File: src/rtl/rr_arbiter4_pkg.sv
// Shared types and helpers for the rr_arbiter4 round-robin arbiter.
package rr_arbiter4_pkg;

  typedef enum logic {
    IDLE  = 1'b0,
    GRANT = 1'b1
  } state_t;

  localparam int NUM_REQ = 4;

  // Rotate right by the pointer so bit 0 of the result is the highest-priority request.
  function automatic logic [NUM_REQ-1:0] rotate_by_ptr(input logic [NUM_REQ-1:0] v,
                                                       input logic [1:0]         ptr);
    logic [2*NUM_REQ-1:0] doubled;
    doubled = {v, v} >> ptr;
    return doubled[NUM_REQ-1:0];
  endfunction

endpackage

File: src/rtl/rr_arbiter4_encoder2to4.sv
// One-hot to binary encoder: turns the registered grant vector into its 2-bit index.
module encoder2to4 (
  input  logic [3:0] onehot,
  output logic [1:0] idx
);

  // All-zero input encodes to 0, matching the idle index.
  assign idx[0] = onehot[1] | onehot[3];
  assign idx[1] = onehot[2] | onehot[3];

endmodule

File: src/rtl/rr_arbiter4.sv
// Four-requester round-robin arbiter with registered one-hot grant and encoded index.
// Optional hold limit enabled by defining RR_ARBITER4_HOLD_LIMIT_EN.
module rr_arbiter4
  import rr_arbiter4_pkg::*;
#(
  parameter int MAX_HOLD = 8
) (
  input  logic         clk,
  input  logic         rst,
  input  logic [3:0]   req,
  output logic [3:0]   grant,
  output logic [1:0]   gidx,
  output logic         valid
);

  if (MAX_HOLD < 2 || MAX_HOLD > 256) begin : g_bad_max_hold
    $error("rr_arbiter4: MAX_HOLD must be in 2..256");
  end

  state_t                state_q, state_d;
  logic [NUM_REQ-1:0]    grant_d;
  logic [1:0]            ptr_q, ptr_d;

  logic [NUM_REQ-1:0]    cand;
  logic [NUM_REQ-1:0]    cand_rot;
  logic [1:0]            win_off;
  logic [1:0]            win_idx;
  logic                  win_found;
  logic                  owner_held;
  logic                  force_rotate;

`ifdef RR_ARBITER4_HOLD_LIMIT_EN
  localparam logic [7:0] HOLD_LAST = 8'(MAX_HOLD - 1);
  logic [7:0]            cnt_q, cnt_d;
`endif

  // The owner is excluded from the candidate set: it only loses the resource when it
  // drops its request or is forced out, and in both cases it must not win again.
  assign cand       = req & ~grant;
  assign owner_held = |(req & grant);
  assign win_found  = |cand;
  assign win_idx    = ptr_q + win_off;

  always_comb begin
    cand_rot = rotate_by_ptr(cand, ptr_q);
    win_off  = 2'd0;
    for (int i = NUM_REQ - 1; i >= 0; i--) begin
      if (cand_rot[i]) win_off = 2'(i);
    end
  end

`ifdef RR_ARBITER4_HOLD_LIMIT_EN
  assign force_rotate = (cnt_q == HOLD_LAST) && win_found;
`else
  assign force_rotate = 1'b0;
`endif

  always_comb begin
    // NOTE: every combinational output gets a default before the case so no latch is inferred.
    state_d = state_q;
    grant_d = grant;
    ptr_d   = ptr_q;
`ifdef RR_ARBITER4_HOLD_LIMIT_EN
    cnt_d   = cnt_q;
`endif
    unique case (state_q)
      IDLE: begin
        if (win_found) begin
          state_d = GRANT;
          grant_d = 4'b0001 << win_idx;
          ptr_d   = win_idx + 2'd1;
`ifdef RR_ARBITER4_HOLD_LIMIT_EN
          cnt_d   = 8'd0;
`endif
        end
      end
      GRANT: begin
        if (owner_held && !force_rotate) begin
`ifdef RR_ARBITER4_HOLD_LIMIT_EN
          if (cnt_q != HOLD_LAST) cnt_d = cnt_q + 8'd1;
`endif
        end else if (win_found) begin
          grant_d = 4'b0001 << win_idx;
          ptr_d   = win_idx + 2'd1;
`ifdef RR_ARBITER4_HOLD_LIMIT_EN
          cnt_d   = 8'd0;
`endif
        end else begin
          state_d = IDLE;
          grant_d = '0;
`ifdef RR_ARBITER4_HOLD_LIMIT_EN
          cnt_d   = 8'd0;
`endif
        end
      end
      default: begin
        state_d = IDLE;
        grant_d = '0;
      end
    endcase
  end

  // NOTE: state registers use non-blocking assignments so every flop samples pre-edge values.
  always_ff @(posedge clk) begin
    if (rst) begin
      state_q <= IDLE;
      grant   <= '0;
      ptr_q   <= 2'd0;
`ifdef RR_ARBITER4_HOLD_LIMIT_EN
      cnt_q   <= 8'd0;
`endif
    end else begin
      state_q <= state_d;
      grant   <= grant_d;
      ptr_q   <= ptr_d;
`ifdef RR_ARBITER4_HOLD_LIMIT_EN
      cnt_q   <= cnt_d;
`endif
    end
  end

  encoder2to4 u_enc (
    .onehot (grant),
    .idx    (gidx)
  );

  assign valid = |grant;

endmodule

File: config.mk
export PLATFORM = sky130hd
export DESIGN_NAME = rr_arbiter4
export DESIGN_NICKNAME = d
export VERILOG_FILES = /design/src/rtl/rr_arbiter4_pkg.sv /design/src/rtl/rr_arbiter4_encoder2to4.sv /design/src/rtl/rr_arbiter4.sv
export SDC_FILE = /design/constraint.sdc
export NUM_CORES = 1
export LEC_CHECK = 0
export CAP_MARGIN = 30
export CORE_AREA = 2 2 39 41
export CTS_CLUSTER_SIZE = 28
export DETAILED_ROUTE_END_ITERATION = 8
export DIE_AREA = 0 0 41 43
export MAX_ROUTING_LAYER = met4
export PLACE_DENSITY = 0.68
export SLEW_MARGIN = 20
export SYNTH_ARGS = -nofsm -noshare
export SYNTH_HDL_FRONTEND = slang
export SYNTH_HIERARCHICAL = 1
export SYNTH_SLANG_ARGS = --single-unit
export TNS_END_PERCENT = 1
File: constraint.sdc
create_clock -name clk -period 2.6 [get_ports clk]
set_input_delay 0.52 -clock clk [delete_from_list [all_inputs] [get_ports clk]]
set_output_delay 0.52 -clock clk [all_outputs]
set_load 0.005 [all_outputs]
---- Yosys cells after proc, flatten, opt, wreduce, memory -nomap -nowiden ----
Cells that the tools add are included.
word-level totals
  register bits after elaboration ......... 7
  input port bits ......................... 6
  output and inout port bits .............. 7
  word-level logic and storage cells ...... 33
operators by class
  $add $sub $neg .......................... 2
  eq/ne operators ......................... 2
  shift operators ......................... 2
  multiplexer cells ....................... 14
  bitwise gates (word level) .............. 6
  reductions and logical operators ........ 4
operators by type and width
  cell                   count
  $mux W2                6
  $mux W4                3
  $reduce_or A4 Y1       3
  $and A4 B4 Y4          2
  $pmux W4 S2            1
  $shr A8 B2 Y4          1
  $ne A2 B2 Y1 const B   2
  $not A4 Y4             1
  $pmux W2 S2            1
  $shl A1 B2 Y4 const A  1
  $add A2 B1 Y2 const B  1
  $add A2 B2 Y2          1
  $mux W1                2
  $or A1 B1 Y1           2
  $pmux W1 S2            1
  $reduce_and A2 Y1      1
  $not A1 Y1             1

---- Depth between registers and ports, before layout ----
  depth after elaboration ................. 12
  mapped depth ............................ 12
  depth with buffers taken out ............ 11

---- Cells and area by module ----
Netlist, hierarchy kept.
modules (own cells, without submodules)
  module       times used  cells an instance  area each (um2)  seq. area each (um2)
  rr_arbiter4  1           60                 514.2            140.1
  encoder2to4  1           2                  12.5             0.0

---- Worst setup path before layout ----
OpenSTA, ideal clock, no wires.
  path kind ............................... input -> register
  start ................................... in req[3]
  end ..................................... reg ptr_q[1]
  library setup time ...................... 86 ps
  arrival ................................. 2124 ps
  required time ........................... 2514 ps
  setup slack ............................. 391 ps
  stages on the path ...................... 10
  buffers on the path ..................... 0
  cells stage by stage .................... or2b_1 o21ai_0 o21ai_0 a21oi_1 o21bai_1 ha_1 xor2_2 inv_2 ha_1 a211oi_1
between the ends
  cells in the longest elaborated chain, start to end .. 11
  elaborated cells on any way between the ends .. 15
  classes of those cells .................. add/sub (2); eq/ne (1); shift (1); mux (7); bitwise (2); reduce/logical (2)
ends and longest elaborated chain
  element                 RTL line                              source
  start: declaration      rr_arbiter4.sv:10                     input logic [3:0] req,
  $and A4 B4 Y4           rr_arbiter4.sv:39                     assign cand = req & ~grant;
  $shr A8 B2 Y4           rr_arbiter4_pkg.sv:15                 doubled = {v, v} >> ptr;
  $mux W2 (4 in series)   rr_arbiter4.sv:48                     if (cand_rot[i]) win_off = 2'(i);
  $add A2 B2 Y2           rr_arbiter4.sv:42                     assign win_idx = ptr_q + win_off;
  $add A2 B1 Y2           rr_arbiter4.sv:71, rr_arbiter4.sv:84
  $mux W2                 rr_arbiter4.sv:68, rr_arbiter4.sv:82
  $mux W2                 rr_arbiter4.sv:78                     if (owner_held && !force_rotate) begin
  $pmux W2 S2             rr_arbiter4.sv:66                     unique case (state_q)
  end signal: assignment  rr_arbiter4.sv:115                    ptr_q <= ptr_d;
  end: declaration        rr_arbiter4.sv:22                     logic [1:0] ptr_q, ptr_d;
Several ways; a longest one is shown, not always the timed one. The select of a mux whose other input is x is not followed.
A chain may end at the register's enable or synchronous reset.

---- Worst setup path after layout ----
  start ................................... in req[1]
  end ..................................... reg grant[1]
between the ends
  cells in the longest elaborated chain, start to end .. 11
  elaborated cells on any way between the ends .. 18
  classes of those cells .................. add/sub (1); eq/ne (2); shift (2); mux (8); bitwise (2); reduce/logical (3)
ends and longest elaborated chain
  element                 RTL line                              source
  $and A4 B4 Y4           rr_arbiter4.sv:39
  $shr A8 B2 Y4           rr_arbiter4_pkg.sv:15
  $mux W2 (4 in series)   rr_arbiter4.sv:48
  $add A2 B2 Y2           rr_arbiter4.sv:42
  $shl A1 B2 Y4           rr_arbiter4.sv:70, rr_arbiter4.sv:83
  $mux W4                 rr_arbiter4.sv:82                     end else if (win_found) begin
  $mux W4                 rr_arbiter4.sv:78
  $pmux W4 S2             rr_arbiter4.sv:66
  end signal: assignment  rr_arbiter4.sv:114                    grant <= grant_d;
  end: declaration        rr_arbiter4.sv:11                     output logic [3:0] grant,
Several ways; a longest one is shown, not always the timed one. The select of a mux whose other input is x is not followed.

==> impl_metrics.yaml <==
status:
  status: "complete, no violations"
clocking:
  clk-insertion-delay-late_ns: 0.25
  clock_tree.htree_level_count: 1
  cts_num_sinks: 7
  cts_tree: "built"
  cts-buffers-inserted: 3
  cts.root.buffer_cell: "sky130_fd_sc_hd__clkbuf_4"
  number_of_hold_buffers_added_after_cts: 0
  cts_buffer_depth: 2
  clock_pin_transition_on_the_worst_setup_and_hold_timing_paths_ns: 0.05
route:
  drt-pass1-iter-count: 4
  route.antenna.remaining_nets: 0
  vias: 517
  detail_route.iter0.violations: 10
  drt-total-wl_um: 1230
  routed_wire_per_std_cell_um: 12.3
  drcViolationCount: 0
  via_per_inst: 5.17
cells_and_area:
  final_layout_size_suffix_gt1_share_pct: 27.4
  layout.cell_area.non_filler_um2: 767
  num_antenna_cells: 0
  num-nets-final: 94
  final_core_util_pct: 55.4
  area_growth_syn_to_layout_pct: 45.6
synthesis:
  synth_area_um2: 527
  yosys_warnings: 6
  synth_top_cells_by_area: "sky130_fd_sc_hd__dfxtp_1 (27%), sky130_fd_sc_hd__ha_1 (7.1%), sky130_fd_sc_hd__nand3b_1 (4.3%)"
  number_of_unique_standard_cell_types_used_by_synthesis: 31
  syn-mean-instance-area_um2: 8.50
  yosysSeqAreaShare_pct: 26.6
  synth-compound-area-share_pct: 25.2
  synth_largest_type_area_fraction_pct: 26.6
  synth_simple_gate_area_share_pct: 23.0
  yosysTopAreaCell: "sky130_fd_sc_hd__dfxtp_1"
  synth.ff_latch_count: 7
  share_of_synthesized_cell_area_in_full_adder_half_adder_and_majority_cells_pct: 9.26
  post_synthesis_share_of_cell_area_spent_on_xor_and_xnor_gates_pct: 3.09
  nets_in_the_synthesized_netlist: 71
  synth_top_family_by_area: "compound AO/OA/AOI/OAI gates"
  share_of_synthesized_area_spent_on_multiplexers_pct: 3.80
  syn-instance-count: 62
sta:
  timing.final.setup_violations: 0
  finalWorstPathRequiredPeriod_ns: 2.46
  hold_violation_count_in_the_final_report: 0
  timing.fmax_ghz: 0.406
  timing.max_slew.rel_slack_pct: 63.2
  final-max-slew-violation-count: 0
  final.setup_skew_ns: 0.00130
  max_slew.worst_pin.slew_ns: 0.545
  fin_crit_sh_pct: 94.7
  setup_tns_ns: 0
  fin_worst_hold_slack_ns: 0.539
pwr:
  vdd_drop_max_mv: 0.774
  power.static_leakage_nw: 0.331
  p_per_area_mw_per_mm2: 1370
placement:
  gp_routability_congestion: 0.757
  place.port_buffers: 12
  placed_cell_area_um2: 698
  detailed_place_hpwl_um: 901
setup_path:
  critical_path_required_ns: 2.73
  cp.depth: 12
  reg2reg_depth: 11
  crit_type: "primary input to flop"
  setup.worst_path.end_class: "flop"
  cp_top_family: "compound AO/OA/AOI/OAI gates"
  kind_of_start_point_of_the_critical_path: "primary input"
  worstSetupEndpoint: "grant[1]"
  worst_path_largest_cell_delay_ns: 0.46
  crit_path_top_delay_cell: "sky130_fd_sc_hd__clkdlybuf4s50_1"
  cp_common_cell: "sky130_fd_sc_hd__a21oi_1"
  crit_fanout: 3
  r2r_start: "ptr_q[0]"
  reg2reg_setup_slack_ns: 0.39
  critical_path.reg2reg.endpoint: "grant[1]"
  worst_path_cell_chain: "clkdlybuf4s50_1, nor2b_1, a21oi_1, o21ai_1, a21oi_1, o21bai_1, ha_2, xor2_2, inv_2, ha_4, a22oi_2, nor2_1"
  crit_path_launch: "req[1]"
  arrival_ns: 2.59
  critPathBufInv: 2
grt:
  number_of_antenna_violations_at_the_first_check_in_global_routing: 0
  global_route_wire_length_before_repair_um: 1940
  grt_max_degree: 11
  first_global_vias: 477
  gr-usage-all-layers_pct: 16.8
  grt.overflow.total: 0
floorplan:
  fp.dieW_um: 41
  chipHeight_um: 43
  start_util_pct: 38.1
  boundaryPins: 13
  die_area_mm2: 0.00176
  core_area_mm2: 0.00138
  row_count: 14
min_path:
  min_path_type: "flop to flop"
  hold_path_startpoint: "state_q"
job:
  number_of_max_capacitance_violations_reported: 0
-- cell usage in the layout, fill, tap and decap left out, types with 2 or more instances in the layout --
master                            Yosys  layout
sky130_fd_sc_hd__nor2_1               5       5
sky130_fd_sc_hd__inv_1                4       4
sky130_fd_sc_hd__buf_4                1       9
sky130_fd_sc_hd__nand2_1              4       4
sky130_fd_sc_hd__or2_1                2       2
sky130_fd_sc_hd__o21ai_1              1       2
sky130_fd_sc_hd__nand3b_1             3       3
sky130_fd_sc_hd__a22o_1               2       2
sky130_fd_sc_hd__nand2b_1             2       2
sky130_fd_sc_hd__mux2i_1              2       2
sky130_fd_sc_hd__dfxtp_1              7       7
sky130_fd_sc_hd__a21oi_1              3       3
sky130_fd_sc_hd__clkdlybuf4s50_1      0      11
sky130_fd_sc_hd__o21ai_0              4       2
sky130_fd_sc_hd__clkbuf_4             0       3
-- timing repair --
action / 4_1_cts / 5_1_grt
hold endpoints to repair: 0 / 0
buffers inserted: 0 / 1
resized for setup: 1 / 8
setup endpoints to repair: 1 / 4
pin swaps: 0 / 4
-- cell usage after synthesis --
cell type and instances:
sky130_fd_sc_hd__and2_1 1, sky130_fd_sc_hd__a22oi_1 2, sky130_fd_sc_hd__or2_1 2, sky130_fd_sc_hd__buf_4 1, sky130_fd_sc_hd__a21oi_1 3, sky130_fd_sc_hd__o31ai_2 1
sky130_fd_sc_hd__inv_1 4, sky130_fd_sc_hd__o211ai_1 1, sky130_fd_sc_hd__buf_6 1, sky130_fd_sc_hd__a22o_1 2, sky130_fd_sc_hd__o2111ai_1 1, sky130_fd_sc_hd__o21ai_0 4
sky130_fd_sc_hd__clkdlybuf4s25_2 1, sky130_fd_sc_hd__mux2i_1 2, sky130_fd_sc_hd__nor3b_2 1, sky130_fd_sc_hd__nor2_1 5, sky130_fd_sc_hd__ha_1 3, sky130_fd_sc_hd__a311oi_1 1
sky130_fd_sc_hd__o21bai_1 1, sky130_fd_sc_hd__nor2b_1 1, sky130_fd_sc_hd__nand2b_1 2, sky130_fd_sc_hd__nand3b_1 3, sky130_fd_sc_hd__xor2_2 1, sky130_fd_sc_hd__or4_1 1
sky130_fd_sc_hd__o21ai_1 1, sky130_fd_sc_hd__a211oi_1 2, sky130_fd_sc_hd__nand2_1 4, sky130_fd_sc_hd__inv_2 1, sky130_fd_sc_hd__dfxtp_1 7, sky130_fd_sc_hd__maj3_2 1
sky130_fd_sc_hd__or2b_1 1
-- power by group --
group | leakage, nW | total [W] | internal (W) | switching [W]
registers | 0.0579 | 0.000218 | 0.000149 | 0.0000686
logic | 0.258 | 0.000736 | 0.000435 | 0.000301
clock network | 0.0150 | 0.0000982 | 0.0000585 | 0.0000397
total | 0.331 | 0.00105 | 0.000643 | 0.000409
-- worst min path at each step --
stage	to	slack [ns]	cells after the start
floorplan	state_q	0.49	2
global placement	state_q	0.52	2
detailed placement	state_q	0.53	2
CTS	state_q	0.54	2
global route	state_q	0.58	2
finish	state_q	0.54	2
-- cell families after synthesis --
group | Yosys count
flip-flops | 7
XOR/XNOR | 1
AO/OA/AOI/OAI | 19
AND/OR/NAND/NOR | 21
buffers and inverters | 8
multiplexers | 2
adder cells (fa/ha/maj) | 4
-- through the flow --
step	cells	power [W]	setup slack, ns
after floorplan	62	0.000566	0.391
after global placement	95	0.000838	-0.245
after detailed placement	95	0.000851	-0.313
after CTS	99	0.000957	0.00112
after global routing	100	0.00115	-0.00411
final	100	0.00105	0.137
-- sequential cells by signal, indices dropped and copies added (netlist names) --
name and flops:
ptr_q 2, state_q 1, grant 4
-- worst min-delay path: stages (launching register included) --
cell,delay [ns]
sky130_fd_sc_hd__dfxtp_1,0.30
sky130_fd_sc_hd__o21ai_1,0.11
sky130_fd_sc_hd__a21oi_1,0.08
-- cell type report --
cell class,instances,area [µm²]
repair buffers,21,190
flip-flops and latches,7,140
multi-input cells,47,372
well taps,16,20.0
fillers,131,617
clock buffers,4,26.3
inverters,5,18.8
-- routing by layer --
| metal | vias to the layer above | GRT usage, % | share of wire (%) | routed length [µm] |
|---|---|---|---|---|
| li1 | 268 | - | - | - |
| met3 | 2 | 1.57 | 2.6 | 32 |
| met5 | - | - | 0 | 0 |
| met2 | 6 | 23.4 | 51 | 622 |
| met1 | 241 | 21.6 | 46 | 564 |
| met4 | 0 | 12.0 | 0.65 | 8 |
No activity file was read; power rests on OpenSTA's default activity.
